<file path="src/rtl/drive_scheduler.sv">
// rtl/drive_scheduler.sv - motor drive command sequencer with dwell, STOP bypass and IR watchdog
module drive_scheduler #(
  parameter int DWELL_CYCLES   = 2500000,
  parameter int TIMEOUT_CYCLES = 25000000
) (
  input  logic       clk_50,
  input  logic       reset,
  input  logic [1:0] mode,
  input  logic [2:0] cam_drive,
  input  logic       ir_valid,
  input  logic [7:0] ir_button,
  input  logic       tx_ready,
  output logic       tx_valid,
  output logic [7:0] tx_data,
  output logic [2:0] active_cmd,
  output logic       dwell_active
);

  localparam logic [2:0] STOP = 3'd0;
  localparam int DW = (DWELL_CYCLES > 0) ? $clog2(DWELL_CYCLES + 1) : 1;
  localparam int WW = $clog2(TIMEOUT_CYCLES + 1);
  localparam logic [DW-1:0] DWELL_LOAD = DW'(DWELL_CYCLES);
  localparam logic [WW-1:0] WDOG_LOAD  = WW'(TIMEOUT_CYCLES);

  typedef enum logic [1:0] {S_WAIT, S_SEND, S_DWELL} state_t;

  state_t          state, next_state;
  logic [2:0]      pending;
  logic [2:0]      ir_cmd;
  logic [2:0]      ir_code;
  logic            ir_hit;
  logic [2:0]      requested;
  logic [WW-1:0]   wdog;
  logic [DW-1:0]   dwell_cnt;
  logic            latch_req;
  logic            handshake;
  logic            load_dwell;

  // Map IR remote buttons onto drive codes; unknown buttons are not hits.
  always_comb begin
    ir_hit  = 1'b1;
    ir_code = STOP;
    case (ir_button)
      8'h14:   ir_code = 3'd1;
      8'h16:   ir_code = 3'd2;
      8'h18:   ir_code = 3'd3;
      8'h11:   ir_code = 3'd4;
      8'h12:   ir_code = 3'd5;
      8'h15:   ir_code = STOP;
      default: ir_hit  = 1'b0;
    endcase
  end

  // Manual IR command with watchdog; a fresh strobe beats expiry on the same cycle.
  always_ff @(posedge clk_50) begin
    if (reset) begin
      ir_cmd <= STOP;
      wdog   <= '0;
    end else if (mode != 2'b10) begin
      ir_cmd <= STOP;
      wdog   <= '0;
    end else if (ir_valid && ir_hit) begin
      ir_cmd <= ir_code;
      wdog   <= WDOG_LOAD;
    end else if (wdog != '0) begin
      wdog   <= wdog - 1'b1;
    end else begin
      ir_cmd <= STOP;
    end
  end

  // Requested drive code from the active mode; out-of-range camera codes mean STOP.
  always_comb begin
    requested = STOP;
    case (mode)
      2'b01:   requested = (cam_drive > 3'd5) ? STOP : cam_drive;
      2'b10:   requested = ir_cmd;
      default: requested = STOP;
    endcase
  end

  // Next-state and handshake decode for the WAIT/SEND/DWELL sequencer.
  always_comb begin
    next_state = state;
    latch_req  = 1'b0;
    handshake  = 1'b0;
    load_dwell = 1'b0;
    tx_valid   = 1'b0;
    case (state)
      S_WAIT: begin
        if (requested != active_cmd) begin
          latch_req  = 1'b1;
          next_state = S_SEND;
        end
      end
      S_SEND: begin
        tx_valid = 1'b1;
        if (tx_ready) begin
          handshake = 1'b1;
          if (pending != STOP && DWELL_CYCLES > 0) begin
            load_dwell = 1'b1;
            next_state = S_DWELL;
          end else begin
            next_state = S_WAIT;
          end
        end
      end
      S_DWELL: begin
        // STOP must never wait out a dwell.
        if (requested == STOP && active_cmd != STOP) begin
          latch_req  = 1'b1;
          next_state = S_SEND;
        end else if (dwell_cnt <= DW'(1)) begin
          next_state = S_WAIT;
        end
      end
      default: next_state = S_WAIT;
    endcase
  end

  // State register, pending/active command and dwell counter.
  always_ff @(posedge clk_50) begin
    if (reset) begin
      state      <= S_WAIT;
      pending    <= STOP;
      active_cmd <= STOP;
      dwell_cnt  <= '0;
    end else begin
      state <= next_state;
      if (latch_req) pending <= requested;
      if (handshake) active_cmd <= pending;
      if (load_dwell) begin
        dwell_cnt <= DWELL_LOAD;
      end else if (state == S_DWELL) begin
        dwell_cnt <= (next_state == S_DWELL) ? dwell_cnt - 1'b1 : '0;
      end
    end
  end

  assign tx_data      = {4'hA, 1'b0, pending};
  assign dwell_active = (state == S_DWELL);

endmodule

</file>
<file path="config.mk">
export PLATFORM = sky130hd
export DESIGN_NAME = drive_scheduler
export DESIGN_NICKNAME = d
export VERILOG_FILES = /design/src/rtl/drive_scheduler.sv
export SDC_FILE = /design/constraint.sdc
export NUM_CORES = 1
export LEC_CHECK = 0
export CORE_UTILIZATION = 25
export DETAILED_ROUTE_END_ITERATION = 8
export GPL_TIMING_DRIVEN = 1
export PLACE_DENSITY = 0.38
export SYNTH_ARGS = -nofsm -noshare
export SYNTH_HDL_FRONTEND = slang
export SYNTH_SLANG_ARGS = --single-unit
</file>
<file path="constraint.sdc">
create_clock -name clk_50 -period 4.87 [get_ports clk_50]
set_input_delay 1.461 -clock clk_50 [delete_from_list [all_inputs] [get_ports clk_50]]
set_output_delay 1.461 -clock clk_50 [all_outputs]
set_load 0.03 [all_outputs]
</file>
==> summary.md, run 1 <==
| Metric | Value |
|---|---|
| Status | `finished clean` |
| Worst path cell trace | `clkdlybuf4s50_1, inv_1, ha_1, and3b_1, or2_2, nor2_1, a31oi_2, o211ai_2, nor2_1` |
| Post-synthesis adder-cell area fraction | `2.052%` |
| Tmin final | `3.992 ns` |
| Primary FF master, synth | `dfxtp_1` |
| Max-slew headroom | `39.35%` |
| Vias post-DR | `2684` |
| Die width | `112.4 µm` |
| Clock tree sinks | `58` |
| Crit share post-route | `81.96%` |
| Crit. End Element | `register` |
| Share of cells above drive strength 1 | `7.557%` |
| RSZ-0062 raised after global routing | `no` |
| Slowest stage delay, CP | `0.63 ns` |
| Synth Area in Compound Gates | `15.96%` |
| Clk_lat worst skew | `0.32 ns` |
| Hold EP | `wdog[24]$_SDFFE_PP0P_` |
| Largest family of logic cells by synthesized area | `simple AND/OR/NAND/NOR gates` |
| Commonest non-fill, non-tap cell in the layout | `dfxtp_1` |
| Final Hold Viols | `0` |
| Hold Startpoint | `wdog[24]$_SDFFE_PP0P_` |
| Fmax | `250.5 MHz` |
| CP Launch Type | `primary input` |
| Area post-placement | `0.003397 mm²` |
| CTS Hold Buffers Added | `0` |
| Worst hold path type | `register to register` |
| Distinct cells, synth | `53` |
| Register area share after synthesis | `38.08%` |
| Starting DRC count in detailed routing | `147` |
| Area of the core | `0.01166 mm²` |
| Die H | `112.4 µm` |
| Lkg Pwr | `1.428 nW` |
| CP delay by family, top | `compound AO/OA/AOI/OAI gates` |
| Slew at the pin closest to its max-slew limit | `0.8975 ns` |
| DP HPWL | `5175 µm` |
| CTS tree | `done` |
| Worst r2r src | `dwell_cnt[13]$_SDFFE_PP0P_` |
| Vias in the first global route | `2664` |
| Largest net degree at the start of global routing | `23` |
| Post-synth EDFFs | `0` |
| Pins Over Slew Limit | `0` |
| Worst Hold Depth | `2` |
| Post-DR vias/cell | `4.970` |
| GRT Residual Overflow | `0` |
| Initial antenna violation count | `0` |
| Max Cap Viol | `0` |
| Area growth, synth to finish | `22.98%` |
| Design Area, Final | `0.003750 mm²` |
| WP buf/inv | `2` |
| Drt first pass iters | `4` |
| Setup CP Type | `primary input to register` |
| Worst Path Arrival | `4.18 ns` |
| Yosys warns | `0` |
| Stages on the worst setup path | `9` |
| Worst r2r path cells | `6` |
| Most common cell on crit path | `nor2_1` |
| Post-Synth XOR/XNOR Area | `9.766%` |
| Post-synth ARST share | `0%` |
| Total GRT Usage | `13.14%` |
| Total negative slack | `0 ns` |
| Leading cell types in the layout, fill and taps excluded | `dfxtp_1 (58), nor2_1 (47), nand2_1 (31), a21oi_1 (27), clkdlybuf4s50_1 (24)` |
| Total Wirelength | `7391 µm` |
| Synth Cell Area | `0.003049 mm²` |
| Post-cts resize count | `0` |
| Post-route ant nets | `0` |
| First-pass GRT wire length | `13170 µm` |
| N_diodes | `0` |
| GPL Wtd Cong | `0.6987` |
| FP Rows | `39` |
| Worst endpoint required time | `5.06 ns` |
| Worst R2R End | `dwell_cnt[19]$_SDFFE_PP0P_` |
| Max stage delay cell, worst path | `o211ai_2` |
| Final Skew | `0.006830 ns` |
| Fin nets | `414` |
| #FFs+latches synth | `58` |
| Die ar. | `0.01264 mm²` |
| Setup slack, reg-to-reg | `2.08 ns` |
| Worst IR Drop VDD | `0.0007045 V` |
| Cells after Synth | `369` |
| Clock slew at reported path FFs | `0.05 ns` |
| H-Tree Depth | `3` |
| CTS buffer count | `9` |
| Post-CTS setup buffer count | `0` |
| Root buf cell | `clkbuf_16` |
| CTS max path bufs | `2` |
| Initial core utilization | `26.15%` |
| IO Count | `30` |
| Crit-path max FO | `15` |
| Mux contribution to synthesized area | `0%` |
| Syn_area_per_cell | `8.263 µm²` |
| Cell Pwr Density | `678.9 mW/mm²` |
| Final setup fails | `0` |
| Drt drc | `0` |
| DR WL/cell | `13.69 µm` |
| Synth Area in Simple Gates | `28.85%` |
| Port Buffers | `24` |
-- cell families after synthesis --
| logic type | count (synthesis) |
|---|---|
| AOI/OAI and AO/OA | 75 |
| xor gates and xnor gates | 34 |
| adders and majority gates | 5 |
| buffers and inverters | 30 |
| DFF | 58 |
| other | 2 |
| and+or+nand+nor | 165 |
-- synth_stat cells (4+ instances only) --
| cell type | n | area, µm² |
|---|---|---|
| dfxtp_1 | 58 | 1161 |
| nor2_1 | 47 | 176.4 |
| nand2_1 | 31 | 116.4 |
| a21oi_1 | 27 | 135.1 |
| xor2_1 | 20 | 175.2 |
| nand3_1 | 14 | 70.07 |
| xnor2_1 | 14 | 122.6 |
| a31oi_1 | 12 | 75.07 |
| nor3_1 | 12 | 60.06 |
| nor4_1 | 12 | 75.07 |
| o21ai_0 | 12 | 60.06 |
| clkbuf_1 | 11 | 41.29 |
| inv_1 | 11 | 41.29 |
| or3_1 | 7 | 43.79 |
| buf_4 | 5 | 37.54 |
| ha_1 | 5 | 62.56 |
| nand3b_1 | 5 | 37.54 |
| nand4_1 | 5 | 31.28 |
| o311ai_0 | 5 | 43.79 |
| nor3b_1 | 4 | 30.03 |
| or4_1 | 4 | 30.03 |
-- power breakdown --
group / internal [W] / switching, W / leakage [nW]
registers: 0.000539 / 0.0000636 / 0.468
logic: 0.000499 / 0.000701 / 0.785
clock network: 0.000525 / 0.000217 / 0.176
total: 0.00156 / 0.000982 / 1.43
-- metrics by stage --
stage | instances | worst slack [ns] | hold slack, ns | total power (W) | utilization, %
detailed placement | 524 | 0.4916 | 0.4692 | 0.001817 | 29.13
CTS | 540 | 0.8432 | 0.4767 | 0.002587 | 32.15
floorplan | 372 | 1.574 | 0.4521 | 0.001611 | -
global placement | 524 | 0.5384 | 0.4650 | 0.001817 | 29.13
finish | 540 | 0.8784 | 0.4727 | 0.002546 | 32.15
global route | 540 | 0.6857 | 0.5177 | 0.002780 | 32.15
-- registers in the layout, indices dropped and copies added, names as in the netlist --
signal / count
pending: 3
wdog: 25
dwell_cnt: 22
ir_cmd: 3
active_cmd: 3
state: 2
-- layer usage --
| layer | GRT usage (%) | share of wire [%] | wire [µm] |
|---|---|---|---|
| met1 | 16.38 | 48 | 3581 |
| met2 | 21.37 | 47 | 3502 |
| met3 | 3.834 | 2.9 | 216 |
| met4 | 5.067 | 1.2 | 91 |
| met5 | 0 | 0 | 0 |
-- how the worst max path moves through the flow --
stage,start,to,slack (ns)
finish,mode[0],dwell_cnt[19]$_SDFFE_PP0P_,0.88
global route,mode[0],dwell_cnt[20]$_SDFFE_PP0P_,0.69
CTS,mode[0],dwell_cnt[19]$_SDFFE_PP0P_,0.84
detailed placement,mode[0],dwell_cnt[15]$_SDFFE_PP0P_,0.49
global placement,mode[0],dwell_cnt[3]$_SDFFE_PP0P_,0.54
floorplan,mode[0],state[0]$_SDFF_PP0_,1.57
-- final cells by class --
cell class | instances | area (µm²)
fill | 1229 | 7913
multi-input combinational | 284 | 1745
sequential | 58 | 1161
timing repair buffer | 28 | 270.3
clock buffer | 11 | 252.7
tap | 143 | 178.9
clock inverter | 5 | 100.1
inverter | 11 | 41.29
-- worst register-to-register path: stages, from the launching register on --
cell and delay, ns:
dfxtp_1 0.39, or4_4 0.58, or4_1 0.43, nor4_2 0.32, a31oi_2 0.20, o211ai_2 0.63
nor2_1 0.11
No activity file was read; power rests on OpenSTA's default activity.
==> run 2: changes to the inputs <==
clock period = 3.8 ns   (was 4.87 ns; I/O delays follow)
==> run 2 against run 1 <==
  * Combinational power grew 28%
  * Critical path type unchanged
  * Die area is the same
  * Clock skew shrank 0.0039 ns
  * Largest cell class unchanged
  * Highest routed layer unchanged
  * Largest power group unchanged
==> summary.md, run 2 (same netlist as run 1, synthesis figures left out) <==
| Metric | Value |
|---|---|
| Slew at the pin closest to its max-slew limit | `0.8691 ns` |
| Vias in the first global route | `2589` |
| Max FFs per register | `25` |
| Setup CP Type | `primary input to register` |
| First-pass GRT wire length | `12920 µm` |
| Drt first pass iters | `4` |
| Worst endpoint required time | `4.01 ns` |
| Commonest non-fill, non-tap cell in the layout | `dfxtp_1` |
| Max-slew headroom | `41.27%` |
| Starting DRC count in detailed routing | `137` |
| CP Launch Type | `primary input` |
| Clock slew at reported path FFs | `0.05 ns` |
| Root buf cell | `clkbuf_16` |
| Area of the core | `0.01166 mm²` |
| N_diodes | `0` |
| Post-cts resize count | `0` |
| Pre-CTS setup slack | `0.07008 ns` |
| Design Area, Final | `0.003719 mm²` |
| Crit share post-route | `88.35%` |
| Final Hold Viols | `0` |
| Total GRT Usage | `13.00%` |
| Biggest regs | `wdog x25, dwell_cnt x22` |
| Largest net degree at the start of global routing | `22` |
| Crit. End Element | `register` |
| Crit-path max FO | `10` |
| Vias post-DR | `2667` |
| Worst hold path type | `register to register` |
| Clk_lat worst skew | `0.33 ns` |
| Tmin final | `3.357 ns` |
| Final Skew | `0.002957 ns` |
| CTS max path bufs | `2` |
| Pins Over Slew Limit | `0` |
| Worst Path Arrival | `3.57 ns` |
| Drt drc | `0` |
| Worst Hold Depth | `2` |
| Area growth, synth to finish | `21.95%` |
| Leading cell types in the layout, fill and taps excluded | `dfxtp_1 (58), nor2_1 (47), nand2_1 (31), a21oi_1 (27), clkdlybuf4s50_1 (24)` |
| Fmax | `297.9 MHz` |
| GPL Wtd Cong | `0.7187` |
| Final setup fails | `0` |
| Initial antenna violation count | `0` |
| Post-route ant nets | `0` |
| CTS Hold Buffers Added | `0` |
| Max Cap Viol | `0` |
| FP Rows | `39` |
| Worst r2r src | `wdog[6]$_SDFFE_PP0P_` |
| Total negative slack | `0 ns` |
| H-Tree Depth | `3` |
| RSZ-0062 raised after global routing | `no` |
| Total Wirelength | `7514 µm` |
| Hold Startpoint | `wdog[24]$_SDFFE_PP0P_` |
| CTS buffer count | `9` |
| Share of cells above drive strength 1 | `8.209%` |
| Die width | `112.4 µm` |
| Status | `finished clean` |
| Worst setup margin | `0.4427 ns` |
| Port Buffers | `24` |
| DR WL/cell | `13.79 µm` |
| Lkg Pwr | `1.418 nW` |
| CTS tree | `done` |
| GRT Residual Overflow | `0` |
| Worst IR Drop VDD | `0.0008348 V` |
| Initial core utilization | `26.15%` |
| Worst R2R End | `wdog[22]$_SDFFE_PP0P_` |
| Area post-placement | `0.003435 mm²` |
| Die ar. | `0.01264 mm²` |
| Post-DR vias/cell | `4.894` |
| Clock tree sinks | `58` |
| Post-CTS setup buffer count | `0` |
| Fin nets | `419` |
| Setup slack, reg-to-reg | `1.20 ns` |
| Die H | `112.4 µm` |
| DP HPWL | `5269 µm` |
| Cell Pwr Density | `825.8 mW/mm²` |
| Largest register by flop count | `wdog` |
| Hold EP | `wdog[24]$_SDFFE_PP0P_` |
| IO Count | `30` |
| Worst r2r path cells | `6` |
[run 2: how the worst max path moves through the flow]
stage                  from                          to  slack, ns  cells after the start
finish              mode[0]  dwell_cnt[18]$_SDFFE_PP0P_       0.44                     10
global route        mode[0]         state[0]$_SDFF_PP0_       0.24                      9
CTS                 mode[0]  dwell_cnt[18]$_SDFFE_PP0P_       0.42                     10
detailed placement  mode[0]  dwell_cnt[18]$_SDFFE_PP0P_       0.07                     10
global placement    mode[0]   dwell_cnt[5]$_SDFFE_PP0P_       0.14                     10
floorplan           mode[0]         state[0]$_SDFF_PP0_       0.83                      8
[run 2: cell type report]
class / instances / area (µm²)
well taps: 143 / 178.9
fillers: 1234 / 7944
clock inverters: 2 / 10.01
flip-flops and latches: 58 / 1161
multi-input cells: 284 / 1745
clock buffers: 14 / 274.0
inverters: 11 / 41.29
repair buffers: 33 / 307.8
[run 2: metal layers]
metal / track usage [%] / up-vias / share of wire [%]
met1: 16.79 / 1242 / 50
met4: 5.333 / 0 / 1.7
met3: 3.564 / 12 / 3.3
met2: 20.46 / 38 / 45
li1: - / 1375 / -
met5: 0 / - / 0
[run 2: worst max-delay path: stages]
cell             delay, ns
clkdlybuf4s50_1       0.49
inv_1                 0.05
ha_1                  0.36
and3b_1               0.22
or2_2                 0.32
nor2_1                0.21
a31oi_2               0.26
buf_4                 0.24
o21ai_0               0.20
a21oi_1               0.09
[run 2: report_power, final]
group          internal [W]  leakage (nW)  switching [W]  total [W]
Combinational      0.000641         0.808       0.000890    0.00153
Sequential         0.000691         0.468      0.0000814   0.000773
Clock              0.000492         0.143       0.000275   0.000767
[run 2: metrics by stage]
stage	instances	power [W]	hold slack (ns)	util, %
after floorplan	372	0.002064	0.4521	-
after global placement	529	0.002326	0.4679	29.45
after detailed placement	529	0.002331	0.4709	29.45
after CTS	545	0.003127	0.4782	31.89
after global routing	545	0.002627	0.4917	31.89
final	545	0.003071	0.4775	31.89
